`src/rtl/regfile_dump.sv`:
```
// Debug dump engine: sweeps the register file's second read port and streams
// {address, value} beats over a valid/ready handshake.
module regfile_dump #(
   parameter int NUM_REGS   = 32,
   parameter int ADDR_WIDTH = 5,
   parameter int DATA_WIDTH = 32
) (
   input  logic                  i_clk,
   input  logic                  i_rst_n,
   input  logic                  i_start,
   input  logic                  i_abort,
   output logic [ADDR_WIDTH-1:0] o_rf_read_address,
   input  logic [DATA_WIDTH-1:0] i_rf_read_data,
   output logic                  o_dump_valid,
   input  logic                  i_dump_ready,
   output logic [ADDR_WIDTH-1:0] o_dump_addr,
   output logic [DATA_WIDTH-1:0] o_dump_data,
   output logic                  o_dump_last,
   output logic                  o_busy,
   output logic                  o_done
);

   typedef enum logic [1:0] {S_IDLE, S_FETCH, S_SEND} state_t;

   localparam logic [ADDR_WIDTH-1:0] LAST_IDX = ADDR_WIDTH'(NUM_REGS - 1);

   state_t                  r_state, w_next;
   logic [ADDR_WIDTH-1:0]   r_idx;
   logic                    r_dump_valid;
   logic [ADDR_WIDTH-1:0]   r_dump_addr;
   logic [DATA_WIDTH-1:0]   r_dump_data;
   logic                    r_dump_last;
   logic                    r_done;
   logic                    w_hs;

   assign w_hs = (r_state == S_SEND) && r_dump_valid && i_dump_ready;

   always_ff @(posedge i_clk or negedge i_rst_n) begin
      if (!i_rst_n) r_state <= S_IDLE;
      else          r_state <= w_next;
   end

   // abort outranks both a pending start and a same-cycle handshake
   always_comb begin
      w_next = r_state;
      case (r_state)
         S_IDLE:  if (i_start && !i_abort) w_next = S_FETCH;
         S_FETCH: w_next = i_abort ? S_IDLE : S_SEND;
         S_SEND: begin
            if (i_abort)  w_next = S_IDLE;
            else if (w_hs) w_next = r_dump_last ? S_IDLE : S_FETCH;
         end
         default: w_next = S_IDLE;
      endcase
   end

   always_ff @(posedge i_clk or negedge i_rst_n) begin
      if (!i_rst_n) begin
         r_idx        <= '0;
         r_dump_valid <= 1'b0;
         r_dump_addr  <= '0;
         r_dump_data  <= '0;
         r_dump_last  <= 1'b0;
         r_done       <= 1'b0;
      end else begin
         r_done <= 1'b0;
         case (r_state)
            S_IDLE: r_idx <= '0;
            S_FETCH: begin
               if (i_abort) begin
                  r_idx        <= '0;
                  r_dump_valid <= 1'b0;
               end else begin
                  r_dump_data  <= i_rf_read_data;
                  r_dump_addr  <= r_idx;
                  r_dump_last  <= (r_idx == LAST_IDX);
                  r_dump_valid <= 1'b1;
               end
            end
            S_SEND: begin
               if (i_abort) begin
                  r_idx        <= '0;
                  r_dump_valid <= 1'b0;
               end else if (w_hs) begin
                  r_dump_valid <= 1'b0;
                  // idx returns to 0 so the read port idles at address 0
                  if (r_dump_last) begin
                     r_done <= 1'b1;
                     r_idx  <= '0;
                  end else begin
                     r_idx <= r_idx + ADDR_WIDTH'(1);
                  end
               end
            end
            default: r_idx <= '0;
         endcase
      end
   end

   assign o_rf_read_address = r_idx;
   assign o_dump_valid      = r_dump_valid;
   assign o_dump_addr       = r_dump_addr;
   assign o_dump_data       = r_dump_data;
   assign o_dump_last       = r_dump_last;
   assign o_busy            = (r_state != S_IDLE);
   assign o_done            = r_done;

endmodule

```
`config.mk`:
```
export PLATFORM = sky130hd
export DESIGN_NAME = regfile_dump
export DESIGN_NICKNAME = d
export VERILOG_FILES = /design/src/rtl/regfile_dump.sv
export SDC_FILE = /design/constraint.sdc
export NUM_CORES = 1
export LEC_CHECK = 0
export CAP_MARGIN = 0
export CORE_MARGIN = 10
export CORE_UTILIZATION = 41
export CTS_BUF_LIST = sky130_fd_sc_hd__clkbuf_16
export CTS_CLUSTER_SIZE = 8
export DETAILED_ROUTE_END_ITERATION = 12
export HOLD_SLACK_MARGIN = 0.05
export PLACE_DENSITY_LB_ADDON = 0.12
export SLEW_MARGIN = 30
export SYNTH_ARGS = -nofsm -noshare
export SYNTH_HDL_FRONTEND = slang
export SYNTH_SLANG_ARGS = --single-unit
```
`constraint.sdc`:
```
create_clock -name i_clk -period 1.6 [get_ports i_clk]
set_input_delay 0.24 -clock i_clk [delete_from_list [all_inputs] [get_ports i_clk]]
set_output_delay 0.24 -clock i_clk [all_outputs]
set_load 0.05 [all_outputs]
```
== Word-level counts from Yosys, hierarchy flattened ==
Cells that the tools add are included.

* Reduce and logical (&&, ||, !) cells: 11
* Equality and inequality tests: 6
* Bitwise operators: 1
* $add $sub $neg: 1
* Multiplexer cells: 19

{| class="wikitable"
|+ Operators by type and width
! kind !! count
|-
| 5-bit 2-to-1 mux || 4
|-
| 5-bit one-hot mux with 2 select lines || 1
|-
| 1-bit 2-to-1 mux || 8
|-
| 2-bit 2-to-1 mux || 4
|-
| 2-bit AND reduction || 4
|-
| 2-bit one-hot mux with 3 select lines || 1
|-
| 5-bit by 1-bit adder with 5-bit output, second input constant || 1
|-
| 5-bit == test, second input constant || 1
|-
| 2-bit != test, second input constant || 2
|-
| 2-bit nonzero test || 2
|-
| 1-bit logical AND || 3
|-
| 3-bit != test, second input constant || 1
|-
| 2-bit by 1-bit == test with 1-bit output, second input constant || 1
|-
| 2-bit == test, second input constant || 1
|-
| 2-bit logical NOT || 1
|-
| 1-bit one-hot mux with 2 select lines || 1
|-
| 1-bit logical NOT || 1
|-
| 1-bit inverter || 1
|}

* Logic and storage cells: 45
* Input bits: 37
* Register bits after elaboration: 47
* Output and inout bits: 46

== Logic depth before layout (Yosys ltp) ==
Gate-level depths: netlist of the first run.

* Word-level depth: 6
* Mapped depth: 6
* Gate-level depth less buffers: 5

== Worst setup path before layout of the first run ==
No wires, ideal clock.

* Path kind: flip-flop to flip-flop
* Start point: reg r_dump_valid (netlist: o_dump_valid)
* End point: reg r_idx[2] (netlist: o_rf_read_address[2])
* Path buffers: 1
* Data arrival time: 1.507 ns
* Required time: 1.474 ns
* Period minus slack after synthesis: 1.633 ns
* Cell stages (with the launch flop): 6
* Slack: -0.033 ns
* Path through: dfrtp_1 and2_1 and4_4 buf_6 and3b_1 a221o_1

* Word-level cells in the longest chain between the ends: 4

{| class="wikitable"
|+ Ends and longest elaborated chain
! item !! line !! text
|-
| from (decl) || 29 || <nowiki>logic r_dump_valid;</nowiki>
|-
| from (signal assigned) || 60 || <nowiki>r_dump_valid <= 1'b0;</nowiki>
|-
| from (signal assigned) || 72 || <nowiki>r_dump_valid <= 1'b0;</nowiki>
|-
| from (signal assigned) || 77 || <nowiki>r_dump_valid <= 1'b1;</nowiki>
|-
| 1-bit logical AND (2 in series) || 36 || <nowiki>assign w_hs = (r_state == S_SEND) && r_dump_valid && i_dump_ready;</nowiki>
|-
| 3-bit != test (no line) || - ||
|-
| 2-bit AND reduction (no line) || - ||
|-
| to (signal assigned) || 91 || <nowiki>r_idx <= r_idx + ADDR_WIDTH'(1);</nowiki>
|-
| to (decl) || 28 || <nowiki>logic [ADDR_WIDTH-1:0] r_idx;</nowiki>
|}

Every way passes these cells.
A chain may end at the register's enable or synchronous reset.

== Final worst setup path of the first run ==
* Start point: reg r_state[1]
* End point: out o_busy

* Word-level cells in the longest chain between the ends: 1

{| class="wikitable"
|+ Ends and longest elaborated chain
! item !! line !! text
|-
| from (decl) || 27 || <nowiki>state_t r_state, w_next;</nowiki>
|-
| from (signal assigned) || 40 || <nowiki>else r_state <= w_next;</nowiki>
|-
| 2-bit nonzero test || 105 || <nowiki>assign o_busy = (r_state != S_IDLE);</nowiki>
|-
| to (decl) || 19 || <nowiki>output logic o_busy,</nowiki>
|}

Every way passes these cells.

==> impl_metrics.toml, run 1 <==
[cts]
h-tree-depth = 2
cts_resized = 0
cts_sinks = 47
cts_buffers = 5
cts_root_buf = "clkbuf_16"
clk_path_buf_depth = 2
tritoncts = "done"
clock_latency_ns = 0.28
post-cts-setup-buffers = 0
cts.clk_slew.worst_paths_ns = 0.06

[power_and_ir_drop]
cellPowerDensity_mw_per_mm2 = 1586
vdd_drop_max_mv = 0.7644
switchingPower_uw = 1800
internal_power_uw = 2695
netSwitchingFraction_pct = 40.04
pwr-share-clk_pct = 21.4
p_seq_share_pct = 35.9
power_frac_comb_pct = 42.8
leakage_uw = 0.001330
p_total_uw = 4496

[setup_path]
critical_path_buf_inv_count = 1
slowest_stage = "dfrtp_1"
end_kind = "output pin"
critPathMaxFanout = 7
worstSetupPathType = "flop to output pin"
cp_top_family = "flip-flops"
critPathRequiredTime_ns = 1.36
crit_chain = "or2_2, buf_4"
critical_path.max_stage_delay_ns = 0.43
crit_path_start_kind = "flop"
arrival_ns = 1.22

[timing]
finalSetupViolations = 0
period_minus_slack_ns = 1.460
grt_setup_unrepaired = "no"
drv_slew = 0
hold_viol = 0
fmax_mhz = 685.1
max-slew-margin-rel_pct = 63.57
fin_crit_sh_pct = 91.23
whs_ns = 0.4812
worst-slew-pin-transition_ns = 0.5464
finClkSkew_ns = 0.003482

[floorplanning]
die_h_um = 87.75
core_area_mm2 = 0.004414
ios = 83
die_x_um = 87.75
std_cell_rows = 24
dieArea_mm2 = 0.007699
start_util_pct = 42.63

[layout]
mostFrequentLayoutCells = "48 x buf_4, 45 x dfrtp_1, 35 x mux2_2, 35 x clkdlybuf4s50_1, 5 x clkbuf_16"
layout_commonest_cell = "buf_4"
final_nets = 249
area_growth_pct = 50.60
final.fill_count = 351
drive_gt1_share_pct = 48.82
utilization_pct = 64.20
num_antenna_cells = 0
fin_area_mm2 = 0.002834

[synthesis]
synthMuxAreaShare_pct = 23.34
synth_compound_area_share_pct = 3.524
ys_seq_area_share_pct = 62.50
synth_cell_types = 30
synth-xor-area-share_pct = 0.4654
yosysTopAreaCell = "dfrtp_1"
yosys.area_share.simple_pct = 6.316
syn_area_mm2 = 0.001882
synth_warnings = 0
yosys-top-cells-area = "dfrtp_1 63%, mux2_2 21%, mux2_4 2.4%"
synth_top_family_by_area = "multiplexers"
syn_area_per_cell_um2 = 15.68
ys_ff_latch = 47
synthAdderAreaFrac_pct = 1.330
syn_nets = 159
synth_top_area_share_pct = 62.50
syn_inst = 120

[detailed_routing]
drt_iter0_drc = 48
vias = 1277
antenna_left = 0
wl_per_cell_um = 17.80
routed_wl_um = 4682
drc = 0
dr.pass1.iters = 4
vias_per_cell = 4.856

[global_route]
grt_use_total_pct = 11.93
grt_pass1_wl_um = 7286
antenna_found_initial = 0
overflow = 0
first_global_vias = 1375
grt_max_degree = 27

[place]
place_congestion = 0.7541
port-buffer-count = 82
place_area_mm2 = 0.002686
hpwl_um = 3635

[min_path]
hold_class = "primary input to asynchronous set/reset pin"

[job]
cap_violations = 0

[run_status]
run_status = "complete, no violations"
[power groups by stage]
| stage | logic (µW) | clock network, µW | registers [µW] |
|---|---|---|---|
| floorplan | 324 | 0 | 2570 |
| global placement | 1930 | 0 | 1610 |
| detailed placement | 1950 | 0 | 1630 |
| CTS | 1950 | 989 | 1620 |
| global route | 2010 | 1030 | 1650 |
| finish | 1920 | 960 | 1610 |
[worst register-to-register path, delay by kind of cell (launching register included)]
kind	cells	cell delay, ns
flops	1	0.44
simple gates	1	0.19
compound gates	1	0.19
fa+ha+maj	2	0.50
[worst paths after layout]
check	depth (start not counted)	from	endpoint	slack, ns
min	2	i_rst_n	o_done	0.48
max	2	r_state[1]	o_busy	0.14
max in group asynchronous	3	i_rst_n	o_dump_data[19]	0.60
max reg2reg	4	o_rf_read_address[0]	o_rf_read_address[4]	0.16
min reg2reg	1	o_dump_addr[4]	o_dump_addr[4]	0.51
min in group i_clk	1	o_dump_addr[4]	o_dump_addr[4]	0.51
[kinds of logic (layout without fill, tap and decap cells)]
kind of cell               Yosys count  count (layout)
xor gates and xnor gates             1               1
AOI/OAI and AO/OA                    9               9
muxes                               38              38
buffers and inverters                6              97
DFF                                 47              47
and+or+nand+nor                     17              17
adders and majority gates            2               2
[per-stage QoR]
stage,setup TNS (ns),worst slack (ns),instances
floorplan,0,0.003574,120
global placement,-0.09859,-0.04912,254
detailed placement,-0.5948,-0.1154,254
CTS,0,0.1340,263
global route,0,0.08276,263
finish,0,0.1404,263
[layout make-up]
class,count,area [µm²],area share [%]
Sequential cell,47,1179,41.59
Clock buffer,5,125.1,4.415
Timing Repair Buffer,88,785.8,27.73
Multi-Input combinational cell,67,663.1,23.40
Tap cell,52,65.06,2.296
Clock inverter,3,12.51,0.4415
Inverter,1,3.754,0.1325
[flip-flops by register name, summed over array words and instances (netlist names)]
name               flops
o_done                 1
o_dump_addr            5
o_dump_data           32
o_dump_last            1
o_dump_valid           1
o_rf_read_address      5
r_state                2
[per-layer routing]
metal	share of wire, %	track usage, %
met3	12	5.850
met2	47	18.85
met4	0.45	3.478
met1	41	14.04
met5	0	0
[what timing repair did]
item                                    CTS  global route
hold buffers                              1             0
endpoints found under the setup margin    0             0
endpoints found under the hold margin    22             0
[cell usage after synthesis]
cell	n
nor3_1	1
ha_1	2
nand2b_4	1
or2_2	1
nor2b_1	2
and3_1	1
dfrtp_1	47
and3b_1	1
a21oi_1	1
or2b_1	1
a22o_1	3
and4_4	1
and2_1	1
a31oi_1	1
mux2_2	35
buf_6	3
nand2_1	1
nand3_1	1
nor2_1	1
mux2_4	3
a221o_1	1
and4_1	1
a31o_2	1
nor2_2	1
nand2b_1	1
xnor2_1	1
o21ai_0	2
and2b_1	1
inv_1	1
buf_2	2
Power figures use the tool's default switching activity.
==> inputs of run 2 (changes only) <==
--- a/config.mk
+++ b/config.mk
@@ -5,6 +5,7 @@
 export SDC_FILE = /design/constraint.sdc
 export NUM_CORES = 1
 export LEC_CHECK = 0
+export ABC_CLOCK_PERIOD_IN_PS = 1600
 export CAP_MARGIN = 0
 export CORE_MARGIN = 10
 export CORE_UTILIZATION = 41
@@ -13,6 +14,7 @@
 export DETAILED_ROUTE_END_ITERATION = 12
 export HOLD_SLACK_MARGIN = 0.05
 export PLACE_DENSITY_LB_ADDON = 0.12
+export SKIP_CTS_REPAIR_TIMING = 1
 export SLEW_MARGIN = 30
 export SYNTH_ARGS = -nofsm -noshare
 export SYNTH_HDL_FRONTEND = slang
==> impl_metrics.toml, run 2 (synthesis gave the netlist of run 1 again) <==
[run_status]
run_status = "complete, no violations"

[global_route]
first_global_vias = 1372
antenna_found_initial = 0
grt_pass1_wl_um = 7272
overflow = 0
grt_use_total_pct = 11.91
grt_max_degree = 27

[power_and_ir_drop]
netSwitchingFraction_pct = 40.04
cellPowerDensity_mw_per_mm2 = 1586
leakage_uw = 0.001330
power_frac_comb_pct = 42.8
vdd_drop_max_mv = 0.7644
pwr-share-clk_pct = 21.4
p_seq_share_pct = 35.9
internal_power_uw = 2695
switchingPower_uw = 1800

[floorplanning]
core_area_mm2 = 0.004414
die_x_um = 87.75
std_cell_rows = 24
die_h_um = 87.75
ios = 83
dieArea_mm2 = 0.007699
start_util_pct = 42.63

[cts]
h-tree-depth = 2
cts_sinks = 47
clock_latency_ns = 0.28
cts_root_buf = "clkbuf_16"
cts.clk_slew.worst_paths_ns = 0.06
tritoncts = "done"
cts_buffers = 5
clk_path_buf_depth = 2

[timing]
fin_ws_ns = 0.1404
period_minus_slack_ns = 1.460
fin_crit_sh_pct = 91.23
finalSetupViolations = 0
drv_slew = 0
grt_setup_unrepaired = "no"
fin_tns_setup_ns = 0
hold_viol = 0
worst-slew-pin-transition_ns = 0.5466
max-slew-margin-rel_pct = 63.56
finClkSkew_ns = 0.003482
fmax_mhz = 685.1

[detailed_routing]
vias_per_cell = 4.856
drt_iter0_drc = 48
antenna_left = 0
vias = 1277
routed_wl_um = 4682
dr.pass1.iters = 4
drc = 0
wl_per_cell_um = 17.80

[place]
hpwl_um = 3635
place_congestion = 0.7541
place_area_mm2 = 0.002686
dp.cells = 254
pre_cts_slack_ns = -0.1154
port-buffer-count = 82

[setup_path]
r2r_slack_ns = 0.16
crit_chain = "or2_2, buf_4"
critPathRequiredTime_ns = 1.36
timing.rr.start = "o_rf_read_address[0]"
arrival_ns = 1.22
crit_path_start_kind = "flop"
r2r_cells = 4
critPathMaxFanout = 7
critPathLaunch = "r_state[1]"
end_kind = "output pin"
slowest_stage = "dfrtp_1"
critical_path.max_stage_delay_ns = 0.43
r2r_end = "o_rf_read_address[4]"
worstSetupPathType = "flop to output pin"

[layout]
final_nets = 249
fin_area_mm2 = 0.002834
layout_commonest_cell = "buf_4"
drive_gt1_share_pct = 48.82
num_antenna_cells = 0
final.fill_count = 351
largest_register_ffs = 32
instances_no_fill = 263
utilization_pct = 64.20
area_growth_pct = 50.60
mostFrequentLayoutCells = "48 x buf_4, 45 x dfrtp_1, 35 x mux2_2, 35 x clkdlybuf4s50_1, 5 x clkbuf_16"

[min_path]
hold_class = "primary input to asynchronous set/reset pin"

[job]
cap_violations = 0
run 2: worst max-delay path by stage:
stage | endpoint | slack [ns] | cells after the start
2_1_floorplan | o_rf_read_address[4] | 0.004 | 4
3_3_place_gp | o_rf_read_address[2] | -0.05 | 5
3_5_place_dp | o_rf_read_address[2] | -0.12 | 5
4_1_cts | o_busy | 0.13 | 2
5_1_grt | o_busy | 0.08 | 2
6_report | o_busy | 0.14 | 2
run 2: area by class of cell:
class                           count  area, µm²  area share, %
Inverter                            1      3.754         0.1325
Multi-Input combinational cell     67      663.1          23.40
Clock inverter                      3      12.51         0.4415
Clock buffer                        5      125.1          4.415
Sequential cell                    47       1179          41.59
Timing Repair Buffer               88      785.8          27.73
Tap cell                           52      65.06          2.296
run 2: per-layer routing:
layer / vias to the layer above / global-route usage (%) / wire [µm]
met1: 613 / 14.04 / 1904
met3: 2 / 5.757 / 559
met2: 53 / 18.85 / 2198
met4: 0 / 3.478 / 21
li1: 609 / - / -
met5: - / 0 / 0
run 2: through the flow:
step | power, µW | hold slack (ns)
3_3_place_gp | 3540 | 0.2429
5_1_grt | 4692 | 0.5229
6_report | 4496 | 0.4813
4_1_cts | 4557 | -0.03620
3_5_place_dp | 3583 | 0.2592
2_1_floorplan | 2893 | -0.05559
run 2: power groups by stage:
stage	Sequential [µW]	Combinational [µW]	Clock (µW)
floorplan	2570	324	0
global placement	1610	1930	0
detailed placement	1630	1950	0
CTS	1620	1950	989
global route	1650	2010	1030
finish	1610	1920	960
run 2: worst max-delay path: cells and delay by family, from the launching register on:
family	cells	cell delay (ns)
buffers and inverters	1	0.19
DFF	1	0.43
and+or+nand+nor	1	0.32
